===== src/rtl/fetch_queue.sv =====
`default_nettype none
// ============================================================================
//  Module      : fetch_queue
//  Description : Instruction prefetch buffer between instruction memory and
//                the IF/ID register. Fetches sequential 16-bit instructions
//                over a req/ack handshake and queues up to DEPTH entries of
//                {instr, pc+2}. A redirect flushes the queue and restarts
//                fetching at the new address.
//  Revision    : 1.0 - initial release
// ============================================================================
module fetch_queue #(
    parameter int          DEPTH    = 4,
    parameter logic [15:0] RESET_PC = 16'h0000
) (
    input  logic                     clk,
    input  logic                     rst,
    input  logic                     redirect_valid,
    input  logic [15:0]              redirect_pc,
    input  logic                     halt,
    output logic                     mem_req,
    output logic [15:0]              mem_addr,
    input  logic                     mem_ack,
    input  logic [15:0]              mem_rdata,
    output logic                     out_valid,
    output logic [15:0]              out_instr,
    output logic [15:0]              out_pc_next,
    input  logic                     out_ready,
    output logic [$clog2(DEPTH):0]   count
);

    localparam int PTR_W = $clog2(DEPTH);
    localparam int CNT_W = PTR_W + 1;

    localparam logic [CNT_W-1:0] c_depth   = CNT_W'(DEPTH);
    localparam logic [CNT_W-1:0] c_cnt_one = CNT_W'(1);
    localparam logic [PTR_W-1:0] c_ptr_one = PTR_W'(1);
    localparam logic [15:0]      c_pc_step = 16'd2;

    // IDLE: free to issue; WAIT: request outstanding, data will be kept;
    // DISCARD: request outstanding but a redirect made its data stale.
    typedef enum logic [1:0] {
        S_IDLE    = 2'd0,
        S_WAIT    = 2'd1,
        S_DISCARD = 2'd2
    } state_t;

    state_t             state_q,    state_d;
    logic [15:0]        fetch_pc_q, fetch_pc_d;
    logic               mem_req_q,  mem_req_d;
    logic [15:0]        mem_addr_q, mem_addr_d;
    logic [PTR_W-1:0]   wr_ptr_q,   wr_ptr_d;
    logic [PTR_W-1:0]   rd_ptr_q,   rd_ptr_d;
    logic [CNT_W-1:0]   count_q,    count_d;

    logic [15:0]        instr_mem_q   [DEPTH];
    logic [15:0]        instr_mem_d   [DEPTH];
    logic [15:0]        pc_next_mem_q [DEPTH];
    logic [15:0]        pc_next_mem_d [DEPTH];

    logic               w_push;
    logic               w_pop;
    logic               w_not_empty;
    logic [15:0]        w_pc_plus2;

    // fetch_pc always equals mem_addr while a kept request is outstanding,
    // so the stored link address is simply fetch_pc+2 (16-bit wrap).
    assign w_pc_plus2  = fetch_pc_q + c_pc_step;
    assign w_not_empty = (count_q != '0);

    // A redirect cancels any pop in the same cycle; the queue is flushed.
    assign w_pop = w_not_empty && out_ready && !redirect_valid;

    // Fetch sequencer: issue, wait for ack, decide whether to keep the data.
    always_comb begin
        state_d    = state_q;
        fetch_pc_d = fetch_pc_q;
        mem_req_d  = mem_req_q;
        mem_addr_d = mem_addr_q;
        w_push     = 1'b0;

        unique case (state_q)
            S_IDLE: begin
                // In IDLE nothing is outstanding, so count alone is the
                // occupancy including the request about to be issued.
                // A redirect this cycle changes fetch_pc, so wait for it.
                if (!redirect_valid && !halt && (count_q < c_depth)) begin
                    state_d    = S_WAIT;
                    mem_req_d  = 1'b1;
                    mem_addr_d = fetch_pc_q;
                end
            end
            S_WAIT: begin
                if (mem_ack) begin
                    state_d   = S_IDLE;
                    mem_req_d = 1'b0;
                    if (!redirect_valid) begin
                        w_push     = 1'b1;
                        fetch_pc_d = w_pc_plus2;
                    end
                end else if (redirect_valid) begin
                    state_d = S_DISCARD;
                end
            end
            S_DISCARD: begin
                // Keep the old request on the bus until memory finishes it.
                if (mem_ack) begin
                    state_d   = S_IDLE;
                    mem_req_d = 1'b0;
                end
            end
            default: begin
                state_d   = S_IDLE;
                mem_req_d = 1'b0;
            end
        endcase

        // The newest redirect always wins the next fetch address.
        if (redirect_valid) begin
            fetch_pc_d = redirect_pc;
        end
    end

    // Queue pointers and occupancy; redirect flushes everything.
    always_comb begin
        wr_ptr_d = wr_ptr_q;
        rd_ptr_d = rd_ptr_q;
        count_d  = count_q;

        if (redirect_valid) begin
            wr_ptr_d = '0;
            rd_ptr_d = '0;
            count_d  = '0;
        end else begin
            if (w_push) begin
                wr_ptr_d = wr_ptr_q + c_ptr_one;
            end
            if (w_pop) begin
                rd_ptr_d = rd_ptr_q + c_ptr_one;
            end
            unique case ({w_push, w_pop})
                2'b10:   count_d = count_q + c_cnt_one;
                2'b01:   count_d = count_q - c_cnt_one;
                default: count_d = count_q;
            endcase
        end
    end

    // Entry storage: write the returned word and its link address on push.
    always_comb begin
        instr_mem_d   = instr_mem_q;
        pc_next_mem_d = pc_next_mem_q;
        if (w_push) begin
            instr_mem_d[wr_ptr_q]   = mem_rdata;
            pc_next_mem_d[wr_ptr_q] = w_pc_plus2;
        end
    end

    // State registers with asynchronous active-low reset.
    always_ff @(posedge clk or negedge rst) begin
        if (!rst) begin
            state_q       <= S_IDLE;
            fetch_pc_q    <= RESET_PC;
            mem_req_q     <= 1'b0;
            mem_addr_q    <= '0;
            wr_ptr_q      <= '0;
            rd_ptr_q      <= '0;
            count_q       <= '0;
            instr_mem_q   <= '{default: '0};
            pc_next_mem_q <= '{default: '0};
        end else begin
            state_q       <= state_d;
            fetch_pc_q    <= fetch_pc_d;
            mem_req_q     <= mem_req_d;
            mem_addr_q    <= mem_addr_d;
            wr_ptr_q      <= wr_ptr_d;
            rd_ptr_q      <= rd_ptr_d;
            count_q       <= count_d;
            instr_mem_q   <= instr_mem_d;
            pc_next_mem_q <= pc_next_mem_d;
        end
    end

    // Head entry is shown straight from storage and forced to 0 when empty.
    always_comb begin
        out_valid   = w_not_empty;
        out_instr   = '0;
        out_pc_next = '0;
        if (w_not_empty) begin
            out_instr   = instr_mem_q[rd_ptr_q];
            out_pc_next = pc_next_mem_q[rd_ptr_q];
        end
    end

    assign mem_req  = mem_req_q;
    assign mem_addr = mem_addr_q;
    assign count    = count_q;

endmodule
`default_nettype wire


===== config.mk =====
export PLATFORM = sky130hd
export DESIGN_NAME = fetch_queue
export DESIGN_NICKNAME = d
export VERILOG_FILES = /design/src/rtl/fetch_queue.sv
export SDC_FILE = /design/constraint.sdc
export NUM_CORES = 1
export LEC_CHECK = 0
export ABC_AREA = 0
export CAP_MARGIN = 20
export CORE_MARGIN = 10
export CORE_UTILIZATION = 43
export DETAILED_ROUTE_END_ITERATION = 10
export MAX_ROUTING_LAYER = met4
export PLACE_DENSITY = 0.64
export SLEW_MARGIN = 20
export SYNTH_ARGS = -nofsm -noshare
export SYNTH_HDL_FRONTEND = slang
export SYNTH_SLANG_ARGS = --single-unit

===== constraint.sdc =====
create_clock -name clk -period 5.1 [get_ports clk]
set_input_delay 0.765 -clock clk [delete_from_list [all_inputs] [get_ports clk]]
set_output_delay 0.765 -clock clk [all_outputs]
set_load 0.02 [all_outputs]

==> out/summary.txt, run 1 <==
FP Rows = 50
Max IR drop VDD = 0.0002869 V
Yosys warning count = 0
Routed WL = 18.06 mm
Kind of cell adding the most delay to the critical path = buffers and inverters
Peak fanout along the critical path = 20
Initial antenna violation count = 0
Pre-Repair DR Iteration Count = 5
CTS HTree Levels = 4
I/O Pins = 91
Core occupancy in the finished layout = 0.5187
Min setup slack post-route = 1.387 ns
Area share of the largest cell type after synthesis = 0.5280
Vias in the first global route = 5,701
Most frequent cell after synthesis = dfrtp_1
DP HPWL = 12.04 mm
Area Growth Syn to Fin = 19.60%
Clock skew = 0.007058 ns
Count of unique library cells instantiated by Yosys = 46
Number of register bits inferred by synthesis = 170
Pin count of the biggest net entering global routing = 75
Storage element area = 4255 um^2
Post-CTS Setup Inserts = 0
Critical path class = flop to primary output
Setup violation total in the final timing report = 0
Max-Cap Viols = 0
Floorplan die height = 156.9 um
GRT Resource Usage Total = 0.1590
Insertion delay of the later-clocked pin in the worst-skew pair = 0.42 ns
Static Leakage = 4.181 nW
Starting DRC count in detailed routing = 255
Wire per inst = 18.91 um
Uppermost routed layer = met4
Commonest cells in the netlist = dfrtp_1 (170), nand2_1 (78), mux2_1 (58)
Pins Over Slew Limit = 0
Number of remaining DRC errors = 0
FF-to-FF path depth = 8
Initial Util = 0.4337
Width of the chip = 156.9 um
Slowest Stage Delay on Critical Path = 0.83 ns
Layout cells sized above 1 = 0.1706
Routability cong. = 0.8000
Post-Synthesis Mean Instance Area = 12.61 um^2
Share of flip-flops with an asynchronous set or reset after synthesis = 1.000
Max clock buf depth = 2
Cell area after synthesis = 8058 um^2
Global-route wire length before repair = 30.10 mm
Clock tree from TritonCTS = yes
Routed Antenna Nets = 0
Required time at the worst-slack endpoint = 4.34 ns
Post-layout nets = 756
Core Box Area = 18,580 um^2
RSZ-0062 raised after global routing = false
Combined buffer and inverter count along the critical path = 2
Primary FF master, synth = dfrtp_1
Number of endpoints with negative hold slack in the final report = 0
Multi-input gate area in the final layout = 3536 um^2
CP Data Arrival Time = 2.95 ns
Stages on the worst setup path = 4
Met1 layer wirelength in the final routing = 8.276 mm
Routed wire length on met2 = 8.761 mm
Clock-pin slew of the registers on the worst-case setup and hold paths = 0.07 ns
Final worst path period need = 3.713 ns
Die outline area = 24,610 um^2
Total of fill cells in the finished design = 1,618
Startpoint Class = flop
Via density per instance = 5.335
Highest-delay cell along the critical path = dfrtp_2
Part of the cycle the worst path needs = 0.7280
Wire length on met3 = 915 um
Max transition margin = 0.5248
Sequential-to-total area share from yosys stat = 0.5280
Transition time at the pin with the least slew margin = 0.7128 ns
Type of destination of the critical path = primary output
Number of enable-type register cells in the synthesized netlist = 0
Post-CTS Resized = 0
Cell-by-cell trace of the critical path = buf_4 > mux4_2 > and2_1 > clkdlybuf4s50_1
Root Buffer = clkbuf_16
Via count = 5,095
Ant diodes = 0
Instance count of the mapped netlist = 639
Total negative slack = 0 ns
Syn nets = 686
Number of I/O port buffers = 90
Post-Place Worst Slack = 1.768 ns
Top cells by area in the synthesized netlist = dfrtp_1 (53%), mux4_2 (8.9%), mux2_1 (8.1%), mux2_2 (4.3%), nand2_1 (3.6%)
Status = complete, no violations
Remaining Overflow, GRT = 0
Total of hold buffers inserted after clock tree synthesis = 0
Number of clock sinks seen by CTS = 170
Total CTS buffers = 17
Fmax achieved = 0.2693 GHz
Class of the most critical hold timing path = primary input to async pin
Areal power density over the cells = 526.6 nW/um^2
Yosys top cell by area = dfrtp_1
## sequential cells by signal, indices dropped and copies added (netlist names)
| register | cells |
|---|---|
| mem_addr | 16 |
| wr_ptr_q | 2 |
| pc_next_mem_q | 64 |
| state_q | 2 |
| count | 3 |
| fetch_pc_q | 16 |
| instr_mem_q | 64 |
| mem_req | 1 |
| rd_ptr_q | 2 |
## per-layer routing
metal,global-route usage,vias up
met5,-,-
met4,0.03910,0
met3,0.04585,10
met2,0.2536,110
met1,0.1960,2599
li1,-,2376
## worst paths after layout
kind / startpoint / to / slack, ns
setup / recovery: rd_ptr_q[0] / out_pc_next[14] / 1.39
hold / removal: rst / instr_mem_q[54] / 0.35
setup reg to reg: state_q[1] / count[2] / 2.79
hold reg to reg: pc_next_mem_q[36] / pc_next_mem_q[36] / 0.48
max in group asynchronous: rst / pc_next_mem_q[59] / 3.60
min in group clk: pc_next_mem_q[36] / pc_next_mem_q[36] / 0.48
## area by class of cell
cell class,count,share of cell area
flip-flops and latches,170,0.4416
multi-input cells,417,0.3669
repair buffers,95,0.09751
clock buffers,18,0.04557
well taps,234,0.03038
clock inverters,13,0.01493
inverters,8,0.003116
## kinds of logic (layout without fill, tap and decap cells)
logic type | after synthesis | in the layout | synth area share
and+or+nand+nor | 171 | 171 | 0.1175
DFF | 170 | 170 | 0.5280
muxes | 124 | 124 | 0.2175
AOI/OAI and AO/OA | 83 | 83 | 0.05606
buffers and inverters | 52 | 134 | 0.03339
xor gates and xnor gates | 30 | 30 | 0.03261
adders and majority gates | 9 | 9 | 0.01491
## power breakdown
group | internal, mW | leakage [nW] | switching (mW) | total [mW]
Combinational | 0.962 | 1.66 | 0.862 | 1.82
Clock | 0.737 | 0.281 | 0.544 | 1.28
Sequential | 1.69 | 2.24 | 0.279 | 1.97
## cell usage in the layout, fill, tap and decap left out, types with 3 or more instances in the layout
| cell type | instances |
|---|---|
| nand4_1 | 3 |
| nand2_1 | 78 |
| buf_4 | 5 |
| clkbuf_16 | 17 |
| nand2b_1 | 3 |
| dfrtp_1 | 169 |
| mux2_2 | 31 |
| nand3_1 | 4 |
| o21ai_0 | 36 |
| and2_1 | 34 |
| inv_1 | 8 |
| mux2_1 | 58 |
| xnor2_1 | 25 |
| nand3_2 | 3 |
| nor2_1 | 15 |
| nor4_2 | 6 |
| nand2_4 | 4 |
| o21ai_1 | 35 |
| nor3_1 | 9 |
| clkinv_2 | 3 |
| ha_1 | 8 |
| inv_6 | 3 |
| xor2_1 | 5 |
| clkinvlp_4 | 3 |
| mux2i_1 | 3 |
| a21oi_1 | 4 |
| clkdlybuf4s50_1 | 89 |
| mux4_2 | 32 |
## through the flow
stage                     total power, mW  std cells  cell area (um^2)  hold WS [ns]
after global routing                5.377        955              9637        0.3914
after CTS                           5.153        955              9635        0.3729
after floorplan                     3.097        639              8058        0.4446
final                               5.075        955              9637        0.3511
after detailed placement            3.845        924              9052        0.4691
after global placement              3.776        924              9052        0.4569
(Power assumes the default switching activity.)
==> inputs of run 2 (changes only) <==
--- a/config.mk
+++ b/config.mk
@@ -11,7 +11,7 @@
 export CORE_UTILIZATION = 43
 export DETAILED_ROUTE_END_ITERATION = 10
 export MAX_ROUTING_LAYER = met4
-export PLACE_DENSITY = 0.64
+export PLACE_DENSITY = 0.66
 export SLEW_MARGIN = 20
 export SYNTH_ARGS = -nofsm -noshare
 export SYNTH_HDL_FRONTEND = slang
==> constraint.sdc (replaced) <==
create_clock -name clk -period 3.35 [get_ports clk]
set_input_delay 0.5025 -clock clk [delete_from_list [all_inputs] [get_ports clk]]
set_output_delay 0.5025 -clock clk [all_outputs]
set_load 0.02 [all_outputs]
==> run 2 against run 1 <==
  * Utilization is 0.30 points higher
  * Via count about the same
  * Sequential share of layout area decreased by 0.25 points
  * Clock power increased by 49%
  * Critical path depth did not move
==> out/summary.txt, run 2 (synthesis gave the netlist of run 1 again) <==
Status = complete, no violations
Setup violation total in the final timing report = 0 (unchanged)
Max IR drop VDD = 0.0004406 V (+54%)
Fmax achieved = 0.3186 GHz
CP startpoint = count[2]
Part of the cycle the worst path needs = 0.9368
Finished Layout Cells = 960 (+0.52%)
Remaining Overflow, GRT = 0 (unchanged)
Class of the most critical hold timing path = primary input to async pin
Type of destination of the critical path = primary output
Area Growth Syn to Fin = 20.28%
Slowest Stage Delay on Critical Path = 0.81 ns (-0.02 ns)
Insertion delay of the later-clocked pin in the worst-skew pair = 0.43 ns (about the same)
Slack of the worst reg-to-reg path = 1.15 ns (-1.64 ns)
Pins Over Slew Limit = 0 (unchanged)
Wire per inst = 18.23 um (-3.6%)
GRT Resource Usage Total = 0.1564 (-0.002545)
Required time at the worst-slack endpoint = 2.85 ns (-1.49 ns)
Transition time at the pin with the least slew margin = 0.8255 ns (+0.1127 ns)
Floorplan die height = 156.9 um (unchanged)
CP Capture Point = out_instr[14]
Total negative slack = 0 ns (unchanged)
Switching part of the total = 0.3289 (-0.003061)
Final worst path period need = 3.138 ns
Total of hold buffers inserted after clock tree synthesis = 0 (unchanged)
Total CTS buffers = 17 (unchanged)
Fraction of power consumed by sequential logic = 0.380 (-0.008)
Die outline area = 24,610 um^2 (unchanged)
CTS HTree Levels = 4 (unchanged)
RSZ-0062 raised after global routing = false
Total Power Consumption = 7.742 mW (+53%)
Switching power = 2.547 mW (+51%)
Worst R2R Start = state_q[1]
Routed Antenna Nets = 0 (unchanged)
Post-layout nets = 761 (+0.66%)
Top Registers = instr_mem_q: 64 flops, pc_next_mem_q: 64 flops
Ant diodes = 0 (unchanged)
Areal power density over the cells = 798.8 nW/um^2 (+52%)
Endpoint of the lowest-slack register-to-register path = instr_mem_q[24]
Top library cells by usage in the layout, fill and taps aside = dfrtp_1 (169), clkdlybuf4s50_1 (89), nand2_1 (78), mux2_1 (58), o21ai_0 (36)
Via count = 5,097 (+0.039%)
Peak fanout along the critical path = 31 (+55%)
Pin count of the biggest net entering global routing = 91 (+21%)
DP HPWL = 11.92 mm (-1.0%)
Number of remaining DRC errors = 0 (unchanged)
Instance count after placement with tap cells included = 929 (+0.54%)
Combined buffer and inverter count along the critical path = 2 (unchanged)
Initial antenna violation count = 0 (unchanged)
Post-CTS Setup Inserts = 0 (unchanged)
FP Rows = 50 (unchanged)
Internal cell power = 5.196 mW (+53%)
Vias in the first global route = 5,652 (-0.86%)
Startpoint Class = flop
Cell-by-cell trace of the critical path = or3_2 > buf_4 > and2_1 > clkdlybuf4s50_1
Highest-delay cell along the critical path = or3_2
Number of clock sinks seen by CTS = 170 (unchanged)
Portion of total power attributed to the clock network = 0.247 (-0.005)
Kind of cell adding the most delay to the critical path = simple AND/OR/NAND/NOR gates
Clock tree from TritonCTS = yes
Number of I/O port buffers = 90 (unchanged)
Max clock buf depth = 2 (unchanged)
Starting DRC count in detailed routing = 236 (-7.5%)
Static Leakage = 4.209 nW (+0.67%)
Pre-Repair DR Iteration Count = 4 (-1)
Routed WL = 17.50 mm (-3.1%)
I/O Pins = 91 (unchanged)
Layout cells sized above 1 = 0.1749 (+0.004335)
Max-Cap Viols = 0 (unchanged)
Most common library cell in the layout ignoring fill and taps = dfrtp_1
Root Buffer = clkbuf_16
Width of the chip = 156.9 um (unchanged)
Post-Place Worst Slack = 0.4506 ns (-1.317 ns)
Number of endpoints with negative hold slack in the final report = 0 (unchanged)
Via density per instance = 5.309 (-0.48%)
Core Box Area = 18,580 um^2 (unchanged)
Stages on the worst setup path = 4 (unchanged)
Min setup slack post-route = 0.2116 ns (-1.176 ns)
Global-route wire length before repair = 29.48 mm (-2.1%)
Clock-pin slew of the registers on the worst-case setup and hold paths = 0.06 ns (about the same)
CP Data Arrival Time = 2.64 ns (-0.31 ns)
Critical path class = flop to primary output
Routability cong. = 0.8035 (+0.44%)
Max transition margin = 0.4496 (-0.07514)
Worst Hold Margin = 0.1364 ns (-0.2147 ns)
Clock skew = 0.01019 ns (+0.003137 ns)
Logic gate share of total power = 0.374 (+0.015)
Initial Util = 0.4337 (unchanged)
Post-CTS Resized = 1 (+1)
FF-to-FF path depth = 5 (-3)
-- run 2: area by class of cell --
type	count	area (um^2)
Clock buffer	18	429.2
Tap cell	234	292.8
Fill cell	1589	8889
Timing Repair Buffer	100	1002
Sequential cell	170	4255
Inverter	8	30.03
Clock inverter	13	146.4
Multi-Input combinational cell	417	3536
-- run 2: worst min-delay path by stage --
stage | cells after the start | to | slack, ns | startpoint
finish | 1 | mem_addr[1] | 0.14 | rst
global route | 1 | mem_addr[15] | 0.19 | rst
CTS | 1 | mem_addr[15] | 0.17 | rst
detailed placement | 2 | pc_next_mem_q[25] | 0.47 | pc_next_mem_q[25]
global placement | 2 | pc_next_mem_q[8] | 0.46 | pc_next_mem_q[8]
floorplan | 0 | count[0] | 0.21 | rst
-- run 2: stage by stage --
stage	area, um^2	utilization
after global placement	9115	0.4906
after CTS	9692	0.5216
final	9692	0.5216
after global routing	9692	0.5216
after floorplan	8058	-
after detailed placement	9115	0.4906
-- run 2: routing by layer --
metal / wire (um) / vias up / global-route usage / part of all wire
li1: - / 2383 / - / -
met4: 181 / 0 / 0.04539 / 0.010
met5: 0 / - / - / 0
met1: 7994 / 2582 / 0.1973 / 0.46
met2: 8525 / 120 / 0.2459 / 0.49
met3: 799 / 12 / 0.03903 / 0.046
-- run 2: power by group through the flow --
stage,Combinational (mW),Sequential (mW),Clock (mW)
6_report,2.89,2.94,1.91
5_1_grt,3.15,3.03,2.06
4_1_cts,2.96,2.95,1.95
3_5_place_dp,2.95,2.98,0
3_3_place_gp,2.90,2.93,0
2_1_floorplan,1.75,2.96,0
